<file path="src/rtl/seven_seg_pkg.sv">
// seven_seg_pkg: shared types, slot states and select mapping for the seven-segment scanner
package seven_seg_pkg;
  localparam int NUM_DIGITS = 8;
  localparam logic [0:0] ST_BLANK = 1'b0;
  localparam logic [0:0] ST_SHOW  = 1'b1;
  typedef logic [2:0] digit_idx_t;
  typedef logic [3:0] nibble_t;
  // The decoder's digit select is wired bit-reversed relative to the scan index
  function automatic logic [2:0] idx_to_sel(input digit_idx_t idx);
    return {idx[0], idx[1], idx[2]};
  endfunction
endpackage

</file>
<file path="src/rtl/seg_next_digit.sv">
// seg_next_digit: cyclic priority search for the next enabled digit after idx_i
module seg_next_digit
  import seven_seg_pkg::*;
(
  input  digit_idx_t            idx_i,
  input  logic [NUM_DIGITS-1:0] mask_i,
  output digit_idx_t            nxt_o,
  output logic                  wrap_o
);
  always_comb begin
    digit_idx_t cand;
    logic found;
    nxt_o = idx_i;
    found = 1'b0;
    cand  = idx_i;
    // k = NUM_DIGITS lands back on idx_i, so a lone enabled digit reselects itself
    for (int k = 1; k <= NUM_DIGITS; k++) begin
      cand = idx_i + digit_idx_t'(k);
      if (!found && mask_i[cand]) begin
        nxt_o = cand;
        found = 1'b1;
      end
    end
  end
  assign wrap_o = nxt_o <= idx_i;
endmodule

</file>
<file path="src/rtl/seven_seg_scan_ctrl.sv">
// seven_seg_scan_ctrl: double-buffered 8-digit time-multiplexed scan with anti-ghost blanking
module seven_seg_scan_ctrl
  import seven_seg_pkg::*;
#(
  parameter int REFRESH_DIV = 100000,
  parameter int GHOST       = 16
) (
  input  logic        clk,
  input  logic        rst_n,
  input  logic        load_valid,
  output logic        load_ready,
  input  logic [31:0] load_data,
  input  logic [7:0]  load_dp,
  input  logic [7:0]  digit_en,
  output logic [2:0]  sel,
  output logic [3:0]  num,
  output logic        dp_n,
  output logic        blank,
  output logic        frame_done
);
  localparam int CW = $clog2(REFRESH_DIV);
  logic [CW-1:0] cnt_q, cnt_d;
  digit_idx_t    idx_q, idx_d, nxt;
  logic [31:0]   active_data_q, active_data_d, shadow_data_q, shadow_data_d;
  logic [7:0]    active_dp_q, active_dp_d, shadow_dp_q, shadow_dp_d;
  logic          pending_q, pending_d, live_q, live_d;
  logic          slot_end, wrap, accept, xfer;
  logic [0:0]    state;
  seg_next_digit u_next (
    .idx_i  (idx_q),
    .mask_i (digit_en),
    .nxt_o  (nxt),
    .wrap_o (wrap)
  );
  assign slot_end   = cnt_q == CW'(REFRESH_DIV - 1);
  assign frame_done = slot_end & wrap;
  assign load_ready = ~pending_q;
  assign accept     = load_valid & ~pending_q;
  assign xfer       = frame_done & pending_q;
  assign cnt_d         = slot_end ? '0 : cnt_q + 1'b1;
  assign idx_d         = slot_end ? nxt : idx_q;
  // live_q remembers whether the digit chosen at the last slot end was actually enabled
  assign live_d        = slot_end ? |digit_en : live_q;
  assign shadow_data_d = accept ? load_data : shadow_data_q;
  assign shadow_dp_d   = accept ? load_dp : shadow_dp_q;
  assign active_data_d = xfer ? shadow_data_q : active_data_q;
  assign active_dp_d   = xfer ? shadow_dp_q : active_dp_q;
  assign pending_d     = accept | (pending_q & ~xfer);
  always_ff @(posedge clk) begin
    if (!rst_n) begin
      cnt_q         <= '0;
      idx_q         <= '0;
      live_q        <= 1'b1;
      active_data_q <= '0;
      active_dp_q   <= '0;
      shadow_data_q <= '0;
      shadow_dp_q   <= '0;
      pending_q     <= 1'b0;
    end else begin
      cnt_q         <= cnt_d;
      idx_q         <= idx_d;
      live_q        <= live_d;
      active_data_q <= active_data_d;
      active_dp_q   <= active_dp_d;
      shadow_data_q <= shadow_data_d;
      shadow_dp_q   <= shadow_dp_d;
      pending_q     <= pending_d;
    end
  end
  assign state = cnt_q < CW'(GHOST) ? ST_BLANK : ST_SHOW;
  assign blank = (state == ST_BLANK) | ~live_q;
  assign sel   = idx_to_sel(idx_q);
  assign num   = active_data_q[4*idx_q +: 4];
  assign dp_n  = blank | ~active_dp_q[idx_q];
endmodule

</file>
<file path="config.mk">
export PLATFORM = sky130hd
export DESIGN_NAME = seven_seg_scan_ctrl
export DESIGN_NICKNAME = d
export VERILOG_FILES = /design/src/rtl/seven_seg_pkg.sv /design/src/rtl/seg_next_digit.sv /design/src/rtl/seven_seg_scan_ctrl.sv
export SDC_FILE = /design/constraint.sdc
export NUM_CORES = 1
export LEC_CHECK = 0
export CORE_MARGIN = 4
export CORE_UTILIZATION = 30
export CTS_CLUSTER_SIZE = 16
export DETAILED_ROUTE_END_ITERATION = 6
export PLACE_DENSITY_LB_ADDON = 0.2
export SYNTH_ARGS = -nofsm -noshare
export SYNTH_HDL_FRONTEND = slang
export SYNTH_SLANG_ARGS = --single-unit
</file>
<file path="constraint.sdc">
create_clock -name clk -period 5.3 [get_ports clk]
set_input_delay 1.06 -clock clk [delete_from_list [all_inputs] [get_ports clk]]
set_output_delay 1.06 -clock clk [all_outputs]
set_load 0.03 [all_outputs]
</file>
Yosys cells after proc, flatten, opt, wreduce, memory -nomap -nowiden

Index checks and enable logic that the tools add are counted.

Bits in registers: 102
Latch bits: 0
Bits in writable memories: 0
Memory bits (read-only): 0
Bits of input ports: 51
Output and inout port bits: 11
Logic and storage cells: 89
Memories kept: 0

Add/subtract/negate cells: 8
$mul: 0
Div/mod/pow operators: 0
$lt $le $gt $ge: 10
Eq/ne operators: 1
Shift operators: 1
Muxes and demuxes: 33
Bitwise gates (word level): 12
Reductions and logical operators: 16

Operators with widths:

| kind                    | count |
|---|---|
| $lt A3 B4 Y1 const B    | 8 |
| $shiftx A32 B6 Y4       | 1 |
| $bmux W1 S3             | 9 |
| $mux W3                 | 8 |
| $add A17 B1 Y17 const B | 1 |
| $eq A17 B17 Y1 const B  | 1 |
| $lt A17 B5 Y1 const B   | 1 |
| $mux W1                 | 16 |
| $add A3 B3 Y3 const B   | 4 |
| $reduce_or A8 Y1        | 1 |
| $logic_and A1 B1 Y1     | 7 |
| $logic_not A1 Y1        | 7 |
| $add A3 B2 Y3 const B   | 2 |
| $not A1 Y1              | 5 |
| $and A1 B1 Y1           | 4 |
| $add A3 B1 Y3 const B   | 1 |
| $le A3 B3 Y1            | 1 |
| $or A1 B1 Y1            | 3 |
| $reduce_or A2 Y1        | 1 |

Logic depth before layout (Yosys ltp)

Depth in word-level cells: 31
Mapped depth: 22
Mapped depth without buffers: 16

Hierarchy

From an unflattened synthesis, not the netlist that was laid out.

Cells, all modules: 589
Area, all modules: 5313.8 sq um

Modules (own cells, without submodules):

| module              | instances | cells each | area each (sq um) | seq. area each (sq um) |
|---|---|---|---|---|
| seven_seg_scan_ctrl | 1         | 482        | 4365.4            | 2042.0 |
| seg_next_digit      | 1         | 107        | 948.4             | 0.0 |

Worst setup path after synthesis

Ideal clock, no wire load.

Path kind: register -> output
Start: reg idx_q[1]
End: out frame_done
Arrival: 4042 ps
Required time: 4240 ps
Setup slack: 198 ps
Cell stages (with the launch flop): 17
Buffers on the path: 3
Path through: dfxtp_1 buf_6 clkbuf_8 inv_1 ha_1 buf_6 mux2_2 mux4_2 o32a_1 nor2_2 mux2i_1 o22ai_1 ha_1 a21o_1 a21oi_1 a31oi_1 nor2_1

Word-level cells in the longest chain between the ends: 27
Elaborated cells between the ends (all ways): 54
Classes of those cells: add/sub (7); order compare (1); mux (31); bitwise (1); reduce/logical (14)

Ends and longest elaborated chain:

| element                       | RTL line                  | RTL |
|---|---|---|
| start, declared               | seven_seg_scan_ctrl.sv:23 | `digit_idx_t idx_q, idx_d, nxt;` |
| start signal, assigned        | seven_seg_scan_ctrl.sv:61 | `idx_q <= idx_d;` |
| $add A3 B1 Y3                 | seg_next_digit.sv:18      | `cand = idx_i + digit_idx_t'(k);` |
| $bmux W1 S3                   | seg_next_digit.sv:19      | `if (!found && mask_i[cand]) begin` |
| $mux W1 (not written as such) | seg_next_digit.sv:19      |  |
| $mux W1                       | seg_next_digit.sv:19      |  |
| $logic_not A1 Y1              | seg_next_digit.sv:19      |  |
| $logic_and A1 B1 Y1           | seg_next_digit.sv:19      |  |
| $mux W1                       | seg_next_digit.sv:19      |  |
| $logic_not A1 Y1              | seg_next_digit.sv:19      |  |
| [12 not listed]               | n/a                       |  |
| $logic_and A1 B1 Y1           | seg_next_digit.sv:19      |  |
| $mux W1                       | seg_next_digit.sv:19      |  |
| $logic_not A1 Y1              | seg_next_digit.sv:19      |  |
| $logic_and A1 B1 Y1           | seg_next_digit.sv:19      |  |
| $mux W3 *                     | seg_next_digit.sv:19      |  |
| via nxt[1]                    | seven_seg_scan_ctrl.sv:23 |  |
| $le A3 B3 Y1 *                | seg_next_digit.sv:25      | `assign wrap_o = nxt_o <= idx_i;` |
| $and A1 B1 Y1 *               | seven_seg_scan_ctrl.sv:36 | `assign frame_done = slot_end & wrap;` |
| end, declared                 | seven_seg_scan_ctrl.sv:19 | `output logic frame_done` |

The timed path passes the listed nets; every way through them passes the cells marked *. The select of a mux whose other input is x is not followed.

Final worst setup path

Start: in digit_en[4]
End: out frame_done

Word-level cells in the longest chain between the ends: 26
Elaborated cells between the ends (all ways): 47
Classes of those cells: order compare (1); mux (31); bitwise (1); reduce/logical (14)

Ends and longest elaborated chain:

| element                       | RTL line                  | RTL |
|---|---|---|
| start, declared               | seven_seg_scan_ctrl.sv:14 | `input logic [7:0] digit_en,` |
| $bmux W1 S3                   | seg_next_digit.sv:19      |  |
| $mux W1 (not written as such) | seg_next_digit.sv:19      |  |
| $mux W1                       | seg_next_digit.sv:19      |  |
| $logic_not A1 Y1              | seg_next_digit.sv:19      |  |
| $logic_and A1 B1 Y1           | seg_next_digit.sv:19      |  |
| $mux W1                       | seg_next_digit.sv:19      |  |
| $logic_not A1 Y1              | seg_next_digit.sv:19      |  |
| $logic_and A1 B1 Y1           | seg_next_digit.sv:19      |  |
| [11 not listed]               | n/a                       |  |
| $logic_and A1 B1 Y1           | seg_next_digit.sv:19      |  |
| $mux W1                       | seg_next_digit.sv:19      |  |
| $logic_not A1 Y1              | seg_next_digit.sv:19      |  |
| $logic_and A1 B1 Y1           | seg_next_digit.sv:19      |  |
| $mux W3 *                     | seg_next_digit.sv:19      |  |
| via nxt[1]                    | seven_seg_scan_ctrl.sv:23 |  |
| $le A3 B3 Y1 *                | seg_next_digit.sv:25      |  |
| $and A1 B1 Y1 *               | seven_seg_scan_ctrl.sv:36 |  |

Marks and branches as above.

==> impl_metrics.json <==
{
  "status": "completed",
  "finalHoldViolCount": 0,
  "io_pins": 62,
  "start_kind": "primary input",
  "final.setup.worst_slack_ps": 263,
  "core_um2": 17400,
  "num_vias": 4383,
  "dieArea_um2": 20100,
  "p_sw_mw": 0.394,
  "groute.usage.overall_pct": 13.8,
  "power.internal_mw": 1.29,
  "fillCellCount": 1777,
  "grt_pass1_wl_um": 22500,
  "synth_top_area_share_pct": 38.1,
  "synthMuxAreaShare_pct": 16.2,
  "rsz0062_at_grt": "no",
  "drtAntennaViolNets": 0,
  "syn_nets": 660,
  "worst_pin_slew_ps": 685,
  "ys_ff_latch": 102,
  "critPathKind": "in -> out",
  "async_flop_share_pct": 0,
  "endpoint_kind": "primary output",
  "netlist_area_um2": 5360,
  "drc": 0,
  "cts.clk_slew.worst_paths_ps": 70,
  "postLayoutCoreUtil_pct": 38.1,
  "synth_ff_type": "dfxtp_1",
  "fin_cells": 893,
  "numCtsBuffers": 9,
  "critPathMaxStageDelay_ps": 490,
  "setup_viol": 0,
  "dp_hpwl_um": 9680,
  "port_buffers": 61,
  "p_sw_share_pct": 23.3,
  "synth_edf_count": 0,
  "cts.sinks": 102,
  "p_clk_share_pct": 43.3,
  "cp_slowest_cell": "mux4_1",
  "dr.first_iter.drc_count": 244,
  "clock_latency_ps": 350,
  "die_w_um": 142,
  "drive_gt1_share_pct": 13.3,
  "grt-ovfl-total": 0,
  "num_rows": 48,
  "post-place-ws_ps": 3.78,
  "critPathArrivalTime_ps": 3980,
  "clk_path_buf_depth": 2,
  "timing.critical_path.buf_inv": 2,
  "dpl.cell_count": 875,
  "cts-root-buf": "clkbuf_16",
  "syn_avg_cell_area_um2": 8.90,
  "routedWlPerCell_um": 15.0,
  "yosys.area.top_type": "dfxtp_1",
  "final_common_cell": "nand2_1",
  "wirelength_um": 13400,
  "post-route-period-util_pct": 95.0,
  "ys_types": 57,
  "maxSlewHeadroom_pct": 53.7,
  "htreeDepth": 3,
  "fin_setup_tns_ps": 0,
  "timing.fmax_mhz": 199,
  "routed_via_density": 4.91,
  "gp_congestion": 0.804,
  "layout-area-overhead-vs-synth_pct": 23.6,
  "power_density_nw_per_um2": 255,
  "crit_family": "multiplexers",
  "hp-class": "reg -> reg",
  "synth_top_family_by_area": "simple AND/OR/NAND/NOR gates",
  "cts_tree": "yes",
  "ys_seq_area_share_pct": 38.1,
  "path_max_fanout": 6,
  "grt_max_degree": 57,
  "hold_ws_ps": 451,
  "ir_drop_mv": 0.177,
  "netlist_top_cells_area": "dfxtp_1, nand2_1, a21boi_0, mux4_2, mux4_1",
  "path_cells": "dlygate4sd2_1, mux4_1, mux2_2, o32a_1, nor2_2, mux2i_1, o22ai_1, ha_1, a21o_1, a21oi_2, a31oi_1, nor2_1, buf_12",
  "leakage_nw": 2.37,
  "synth_xor_area_share_pct": 3.08,
  "power_frac_seq_pct": 47.2,
  "syn_inst": 603,
  "synth-compound-area-share_pct": 15.3,
  "antenna_found_initial": 0,
  "mostFrequentLayoutCells": "nand2_1, dfxtp_1, a21boi_0, clkdlybuf4s50_1, buf_4",
  "final_net_count": 720,
  "die_h_um": 142,
  "antenna_cells": 0,
  "synthSimpleGateAreaFrac_pct": 20.9,
  "synth-adder-area-share_pct": 1.40,
  "final.setup_skew_ps": 14.2,
  "ys_warn_count": 0,
  "combPwrFrac_pct": 9.4,
  "dr.pass1.iters": 4,
  "fin_crit_ps": 5040,
  "grt_pass1_vias": 4461,
  "finalMaxSlewViolations": 0,
  "drv_cap": 0,
  "start_util_pct": 30.8,
  "worstPathRequired_ps": 4240
}
==> through the flow <==
step / instance area, um^2 / power, mW
finish: 6630 / 1.69
global route: 6630 / 1.76
CTS: 6590 / 1.72
detailed placement: 6260 / 0.976
global placement: 6260 / 0.974
floorplan: 5360 / 0.897
==> per-layer routing <==
layer,global-route usage (%),vias to the layer above,wire length [um]
li1,-,2195,-
met1,18.3,2109,6520
met2,23.0,71,6390
met3,3.47,8,407
met4,2.88,0,123
met5,0,-,0
==> cells by family (layout without fill, tap and decap cells) <==
kind of cell	count (synthesis)	in the layout
multiplexers	47	47
adder cells (fa/ha/maj)	6	6
buffers and inverters	50	115
XOR/XNOR	18	18
flip-flops	102	102
AND/OR/NAND/NOR	269	269
AO/OA/AOI/OAI	111	111
==> power groups by stage <==
stage	clock network, mW	logic, mW	registers [mW]
floorplan	0	0.0857	0.811
global placement	0	0.159	0.815
detailed placement	0	0.160	0.815
CTS	0.758	0.161	0.798
global route	0.781	0.177	0.800
finish	0.731	0.159	0.797
==> cell usage after synthesis (3+ instances only) <==
master    number
nand2_1      198
dfxtp_1      102
a21boi_0      69
nor2_1        28
clkbuf_1      26
mux4_2        19
a21boi_1      13
xor2_1        11
mux2i_1       10
mux4_1         9
mux2_2         8
nand3_1        7
ha_1           6
inv_1          6
nand4_1        6
xnor2_1        6
a21oi_1        5
buf_2          5
nor2b_1        5
nor3_1         5
o21ai_0        5
and3_1         4
clkbuf_8       4
a21o_1         3
clkbuf_2       3
nor4_1         3
==> registers in the layout, summed over array words and instances, names as in the netlist <==
signal,cells
shadow_dp_q,8
shadow_data_q,32
idx_q,3
live_q,1
cnt_q,17
active_data_q,32
active_dp_q,8
pending_q,1
==> final timing paths <==
check	slack [ps]	from	cells past startpoint	endpoint
max	260	digit_en[4]	13	frame_done
min	450	cnt_q[0]	1	cnt_q[0]
max reg2reg	1060	idx_q[0]	17	active_data_q[29]
min reg2reg	450	cnt_q[0]	1	cnt_q[0]
==> area by class of cell <==
class                           count  area, um^2  area share (%)
Tap cell                          225         282            4.25
Inverter                            7        30.0           0.453
Clock buffer                       10         229            3.45
Multi-Input combinational cell    451        3070            46.3
Sequential cell                   102        2040            30.8
Timing Repair Buffer               92         877            13.2
Clock inverter                      6         103            1.55
==> repair_timing <==
| action | CTS | global route |
|---|---|---|
| pin swaps | 1 | 1 |
| endpoints found under the setup margin | 1 | 1 |
| gates cloned | 0 | 0 |
| setup buffers | 0 | 2 |
| hold buffers | 0 | 0 |
| gates resized for setup | 2 | 13 |
Note: power is estimated with default switching activity, not from simulation.
